--- src/rtl/demux_1x2_nibble.sv ---
// rtl/demux_1x2_nibble.sv - 1:2 nibble demultiplexer with valid/ready input and pair hold
//
// Splits a serial stream of ANCHO-bit nibbles into pairs: the first nibble
// of each pair lands in Y0, the second in Y1, and the pair is held
// (Par_valido=1, Listo=0) until the consumer acknowledges with Par_tomado.
//
// Optional feature macro: DEMUX_TIMEOUT_EN
//   defined   : a half pair waiting in ESPERA_D1 is abandoned after
//               TIMEOUT_CICLOS cycles without a second nibble (Error_timeout pulse)
//   undefined : ESPERA_D1 waits indefinitely, Error_timeout tied low
//
// Ports:
//   clk           system clock, rising edge
//   reset         synchronous reset, active high
//   Dato          incoming nibble
//   Dato_valido   Dato is valid this cycle
//   Listo         block can accept Dato this cycle (combinational from state)
//   Y0            lane 0 register (first nibble of pair)
//   Y1            lane 1 register (second nibble of pair)
//   Seleccion     lane the next accepted nibble goes to (0 = Y0, 1 = Y1)
//   Par_valido    Y1/Y0 hold a complete pair
//   Par_tomado    consumer acknowledge, honoured only while Par_valido=1
//   Desborde      one-cycle pulse: a nibble was offered while Listo=0 and dropped
//   Error_timeout one-cycle pulse: half pair abandoned

module demux_1x2_nibble #(
  parameter int ANCHO          = 4,
  parameter int TIMEOUT_CICLOS = 255
) (
  input  logic             clk,
  input  logic             reset,
  input  logic [ANCHO-1:0] Dato,
  input  logic             Dato_valido,
  output logic             Listo,
  output logic [ANCHO-1:0] Y0,
  output logic [ANCHO-1:0] Y1,
  output logic             Seleccion,
  output logic             Par_valido,
  input  logic             Par_tomado,
  output logic             Desborde,
  output logic             Error_timeout
);

  typedef enum logic [1:0] {
    ESPERA_D0 = 2'd0,
    ESPERA_D1 = 2'd1,
    LLENO     = 2'd2
  } estado_t;

  estado_t estado, estado_sig;
  logic    acepta;
  logic    timeout;

  // Handshake and status outputs are decoded straight from the state
  // register, so none of them has a path from Dato/Dato_valido.
  assign Listo      = (estado != LLENO);
  assign acepta     = Dato_valido && Listo;
  // Lane 1 stays selected while the pair is held; it drops back to lane 0
  // together with the acknowledge.
  assign Seleccion  = (estado != ESPERA_D0);
  assign Par_valido = (estado == LLENO);

`ifdef DEMUX_TIMEOUT_EN
  localparam logic [15:0] LIMITE = 16'(TIMEOUT_CICLOS - 1);

  logic [15:0] cuenta;

  // An accept in the limit cycle completes the pair instead of timing out.
  assign timeout = (estado == ESPERA_D1) && !acepta && (cuenta == LIMITE);

  // Held at zero outside ESPERA_D1, so every entry into ESPERA_D1 starts
  // counting from zero.
  always_ff @(posedge clk) begin
    if (reset) begin
      cuenta <= '0;
    end else if (estado != ESPERA_D1 || acepta) begin
      cuenta <= '0;
    end else begin
      cuenta <= cuenta + 16'd1;
    end
  end
`else
  logic unused_timeout_ciclos;
  assign unused_timeout_ciclos = ^TIMEOUT_CICLOS;
  assign timeout = 1'b0;
`endif

  always_comb begin
    estado_sig = estado;
    case (estado)
      ESPERA_D0: if (acepta) estado_sig = ESPERA_D1;
      ESPERA_D1: begin
        if (acepta) begin
          estado_sig = LLENO;
        end else if (timeout) begin
          estado_sig = ESPERA_D0;
        end
      end
      LLENO:     if (Par_tomado) estado_sig = ESPERA_D0;
      default:   estado_sig = ESPERA_D0;
    endcase
  end

  always_ff @(posedge clk) begin
    if (reset) begin
      estado        <= ESPERA_D0;
      Y0            <= '0;
      Y1            <= '0;
      Desborde      <= 1'b0;
      Error_timeout <= 1'b0;
    end else begin
      estado <= estado_sig;
      if (acepta && estado == ESPERA_D0) begin
        Y0 <= Dato;
      end
      if (acepta && estado == ESPERA_D1) begin
        Y1 <= Dato;
      end
      Desborde      <= Dato_valido && !Listo;
      Error_timeout <= timeout;
    end
  end

endmodule

--- config.mk ---
export PLATFORM = sky130hd
export DESIGN_NAME = demux_1x2_nibble
export DESIGN_NICKNAME = d
export VERILOG_FILES = /design/src/rtl/demux_1x2_nibble.sv
export SDC_FILE = /design/constraint.sdc
export NUM_CORES = 1
export LEC_CHECK = 0
export BUFFER_PORTS_ARGS = -buffer_cell sky130_fd_sc_hd__buf_2
export CORE_AREA = 10 10 47 49
export CTS_BUF_LIST = sky130_fd_sc_hd__clkbuf_16
export DETAILED_ROUTE_END_ITERATION = 10
export DIE_AREA = 0 0 57 59
export GPL_ROUTABILITY_DRIVEN = 0
export PLACE_DENSITY = 0.7
export SLEW_MARGIN = 10
export SYNTH_ARGS = -nofsm -noshare
export SYNTH_HDL_FRONTEND = slang
export SYNTH_SLANG_ARGS = --single-unit
--- constraint.sdc ---
create_clock -name clk -period 1.6 [get_ports clk]
set_clock_uncertainty 0.2 [all_clocks]
set_input_delay 0.32 -clock clk [delete_from_list [all_inputs] [get_ports clk]]
set_output_delay 0.32 -clock clk [all_outputs]
set_load 0.01 [all_outputs]
Yosys cells after proc, flatten, opt, wreduce, memory -nomap -nowiden
Index checks and enable logic that the tools add are counted.

Register bits after elaboration: 11. Input port bits: 8. Output and inout bits: 13. Logic and storage cells: 22.

Eq/ne operators: 6. Multiplexer cells: 4. Reduce and logical (&&, ||, !) cells: 8.

Operator list (count): 2-bit 2-to-1 mux (3); 2-bit != test (second input constant) (3); 2-bit one-hot mux with 3 select lines (1); 1-bit logical AND (4); 3-bit AND reduction (1); 2-bit by 1-bit equality test with 1-bit output (second input constant) (1); 2-bit equality test (second input constant) (1); 2-bit zero test (1); 2-bit by 1-bit != test with 1-bit output (second input constant) (1); 2-bit nonzero test (1); 1-bit zero test (1).

Longest topological paths before layout
Depth in word-level cells: 4. Mapped depth: 3. Depth with buffers taken out: 2.

Worst setup path before layout
No wires, ideal clock.

Path type: register to register. Start: register estado[1]. End: register Y0[1]. Setup time: 118 ps. Arrival time: 933 ps. Required time: 1282 ps. Path slack: 349 ps. Cell stages (with the launch flop): 4. Clock period less this slack: 1251 ps. Cells stage by stage: dfxtp_1 > or3b_1 > buf_6 > mux2i_1.

Longest elaborated chain between the ends: 3. Elaborated cells between the ends (all ways): 4.

RTL lines: start, declared (RTL line 50) `estado_t estado, estado_sig;`; start signal, assigned (RTL line 112) `estado <= estado_sig;`; 2-bit != test (RTL line 56) `assign Listo = (estado != LLENO);`; 1-bit logical AND (RTL line 57) `assign acepta = Dato_valido && Listo;`; 1-bit logical AND (*) (RTL line 113) `if (acepta && estado == ESPERA_D0) begin`; end signal, assigned (RTL line 114) `Y0 <= Dato;`; end, declared (RTL line 35) `output logic [ANCHO-1:0] Y0,`.

Every way passes the cells marked *; elsewhere a longest branch is shown, timed or not. A chain may end at the register's enable or synchronous reset.

Worst setup path after layout
Start: register estado[1]. End: output port Seleccion.

Longest elaborated chain between the ends: 1.

RTL lines: 2-bit nonzero test (RTL line 60) `assign Seleccion = (estado != ESPERA_D0);`; end, declared (RTL line 37) `output logic Seleccion,`.

Every way passes these cells.

==> flow_summary.json <==
{
  "status": "finished clean",
  "worstPathCellList": "or2_2 > buf_2",
  "synth_largest_area_cell": "dfxtp_1",
  "hp-start": "Par_tomado",
  "syn_nets": 55,
  "final-seq-area_sq_um": 220,
  "wl_per_cell_um": 12.3,
  "postCtsSetupBuffers": 0,
  "max_freq_mhz": 654,
  "grt_overflow": 0,
  "syn_area_per_cell_sq_um": 10.7,
  "cts_root_buf": "clkbuf_16",
  "rsz0062_at_grt": "false",
  "final_antenna_net_count": 0,
  "numPortBuffers": 19,
  "p_leak_nw": 0.331,
  "die-area_sq_mm": 0.00336,
  "cts_resized": 0,
  "post-route-period-util_pct": 95.6,
  "antenna_cells": 0,
  "htree_levels": 1,
  "ys_ff_latch": 11,
  "reg2reg_depth": 2,
  "avgViaCountPerCell": 4.39,
  "grt_pass1_wl_mm": 1.66,
  "cts.clk_slew.worst_paths_ns": 0.04,
  "ys_warn_count": 0,
  "synth_edf_count": 0,
  "critPathCaptureType": "output port",
  "worstPathRequired_ns": 1.08,
  "power_density_mw_per_mm2": 1260,
  "hold_path_class": "input pin to flip-flop",
  "dieHeight_um": 59,
  "cp_slowest_stage_delay_ns": 0.34,
  "reg2reg_to": "Y0[1]",
  "critPathArrivalTime_ns": 1.01,
  "start_util_pct": 36.0,
  "drt-initial-drc-count": 7,
  "cp-start-kind": "flip-flop",
  "cp_max_fo": 7,
  "cp_slowest_cell": "dfxtp_1",
  "grt_usage_pct": 6.25,
  "netlist_instances": 47,
  "whs_endpoint": "estado[1]",
  "worstSkewPairLatency_ns": 0.23,
  "async_reset_ff_share_pct": 0,
  "yosys.cell_count.top_type": "dfxtp_1",
  "synth-main-ff-cell": "dfxtp_1",
  "timing_hold_violations_final": 0,
  "r2r-start": "estado[1]",
  "fp.dieW_um": 57,
  "maxCapViolCount": 0,
  "clkSinkCount": 11,
  "core_sq_mm": 0.00140,
  "setup_viol": 0,
  "yosysUniqueCellTypes": 18,
  "netlist.area_leader.share_pct": 43.7,
  "cts_buffer_depth": 2,
  "placed_area_sq_um": 589,
  "synth_common_cells": "dfxtp_1 (11), mux2i_1 (8), nand2b_1 (6), or2b_2 (5)",
  "dpl.hpwl_um": 762,
  "holdPathStages": 3,
  "final_cell_area_sq_um": 668,
  "ir_worst_vdd_uv": 620,
  "drc": 0,
  "whs_ns": 0.148,
  "pin_count": 21,
  "rows": 14,
  "worst-setup-path-type": "flip-flop to output port",
  "numCtsBuffers": 3,
  "postLayoutCoreUtil_pct": 47.7,
  "nets": 75,
  "area_growth_pct": 32.5,
  "drive_above_1_share_pct": 47.0,
  "setup_tns_ns": 0,
  "wl_mm": 1.01,
  "reg2reg_slack_ns": 0.27,
  "grt_max_degree": 16,
  "finalMaxSlewViolations": 0,
  "cts_tree": "yes",
  "via_count": 360,
  "yosys-top-cells-area": "dfxtp_1 (44%), mux2i_1 (16%), or2b_2 (8.7%)",
  "multi_input_comb_area_sq_um": 250,
  "dr.pass1.iters": 2,
  "finalWorstPathRequiredPeriod_ns": 1.53,
  "cts_hold_buffers": 0,
  "fillCellCount": 134,
  "antenna_found_initial": 0,
  "ys_seq_area_share_pct": 43.7,
  "netlist_area_sq_um": 504,
  "grt_pass1_vias": 374
}
==> cells in the final DEF (no fill, tap or decap) <==
cell type / Yosys / layout
buf_2: 0 / 19
dfxtp_1: 11 / 11
mux2i_1: 8 / 8
nand2b_1: 6 / 6
or2b_2: 5 / 5
clkbuf_16: 0 / 3
inv_1: 1 / 2
nand2b_2: 2 / 2
or3b_1: 2 / 2
or2_2: 1 / 1
and3b_2: 1 / 1
xnor2_1: 1 / 1
nor3_1: 1 / 1
nand3b_1: 1 / 1
nor3b_1: 1 / 1
a21oi_1: 1 / 1
conb_1: 1 / 1
==> where the power goes <==
part | leakage (nW) | internal (mW) | switching (mW)
registers | 0.0899 | 0.293 | 0.0125
logic | 0.199 | 0.0517 | 0.0456
clock network | 0.0423 | 0.327 | 0.115
==> worst max-delay path, delay by kind of cell, from the launching register on <==
kind	cells	cell delay (ns)
AND/OR/NAND/NOR	1	0.29
buffers and inverters	1	0.14
flip-flops	1	0.34
==> kinds of logic after synthesis <==
kind of cell	Yosys count	synth area share, %
AOI/OAI and AO/OA	1	0.992
xor gates and xnor gates	1	1.74
buffers and inverters	5	6.70
DFF	11	43.7
muxes	8	15.9
other	1	0.744
and+or+nand+nor	20	30.3
==> sequential cells by signal (all words and copies together), names as in the netlist <==
| name | flops |
|---|---|
| Y0 | 4 |
| Y1 | 4 |
| estado | 2 |
| Desborde | 1 |
==> final cells by class <==
type,count,area share [%]
multi-input cells,31,37.5
flip-flops and latches,11,33.0
repair buffers,19,14.2
clock buffers,3,11.2
well taps,16,3.00
clock inverters,1,0.562
inverters,1,0.562
==> worst max path at each step <==
stage	startpoint	endpoint	slack, ns	cells after the start
final	estado[1]	Seleccion	0.07	2
after global routing	estado[0]	Par_valido	0.01	3
after CTS	estado[1]	Seleccion	0.07	2
after detailed placement	Dato_valido	Y0[1]	0.21	3
after global placement	Dato_valido	Y0[1]	0.22	3
after floorplan	estado[1]	Y0[1]	0.35	3
==> layer usage <==
layer  vias to the layer above  GRT usage [%]  share of wire, %
met2                        17           8.22                38
met3                         0           4.72                13
met4                         0           4.03                 0
met5                         -              0                 0
met1                       156           6.85                49
li1                        187              -                 -
==> per-stage QoR <==
stage / std cells / setup WS, ns / power [mW]
2_1_floorplan: 47 / 0.349 / 0.381
3_3_place_gp: 78 / 0.216 / 0.407
3_5_place_dp: 78 / 0.206 / 0.408
4_1_cts: 82 / 0.0655 / 0.856
5_1_grt: 82 / 0.0120 / 0.881
6_report: 82 / 0.0710 / 0.845
Power figures use the tool's default switching activity.
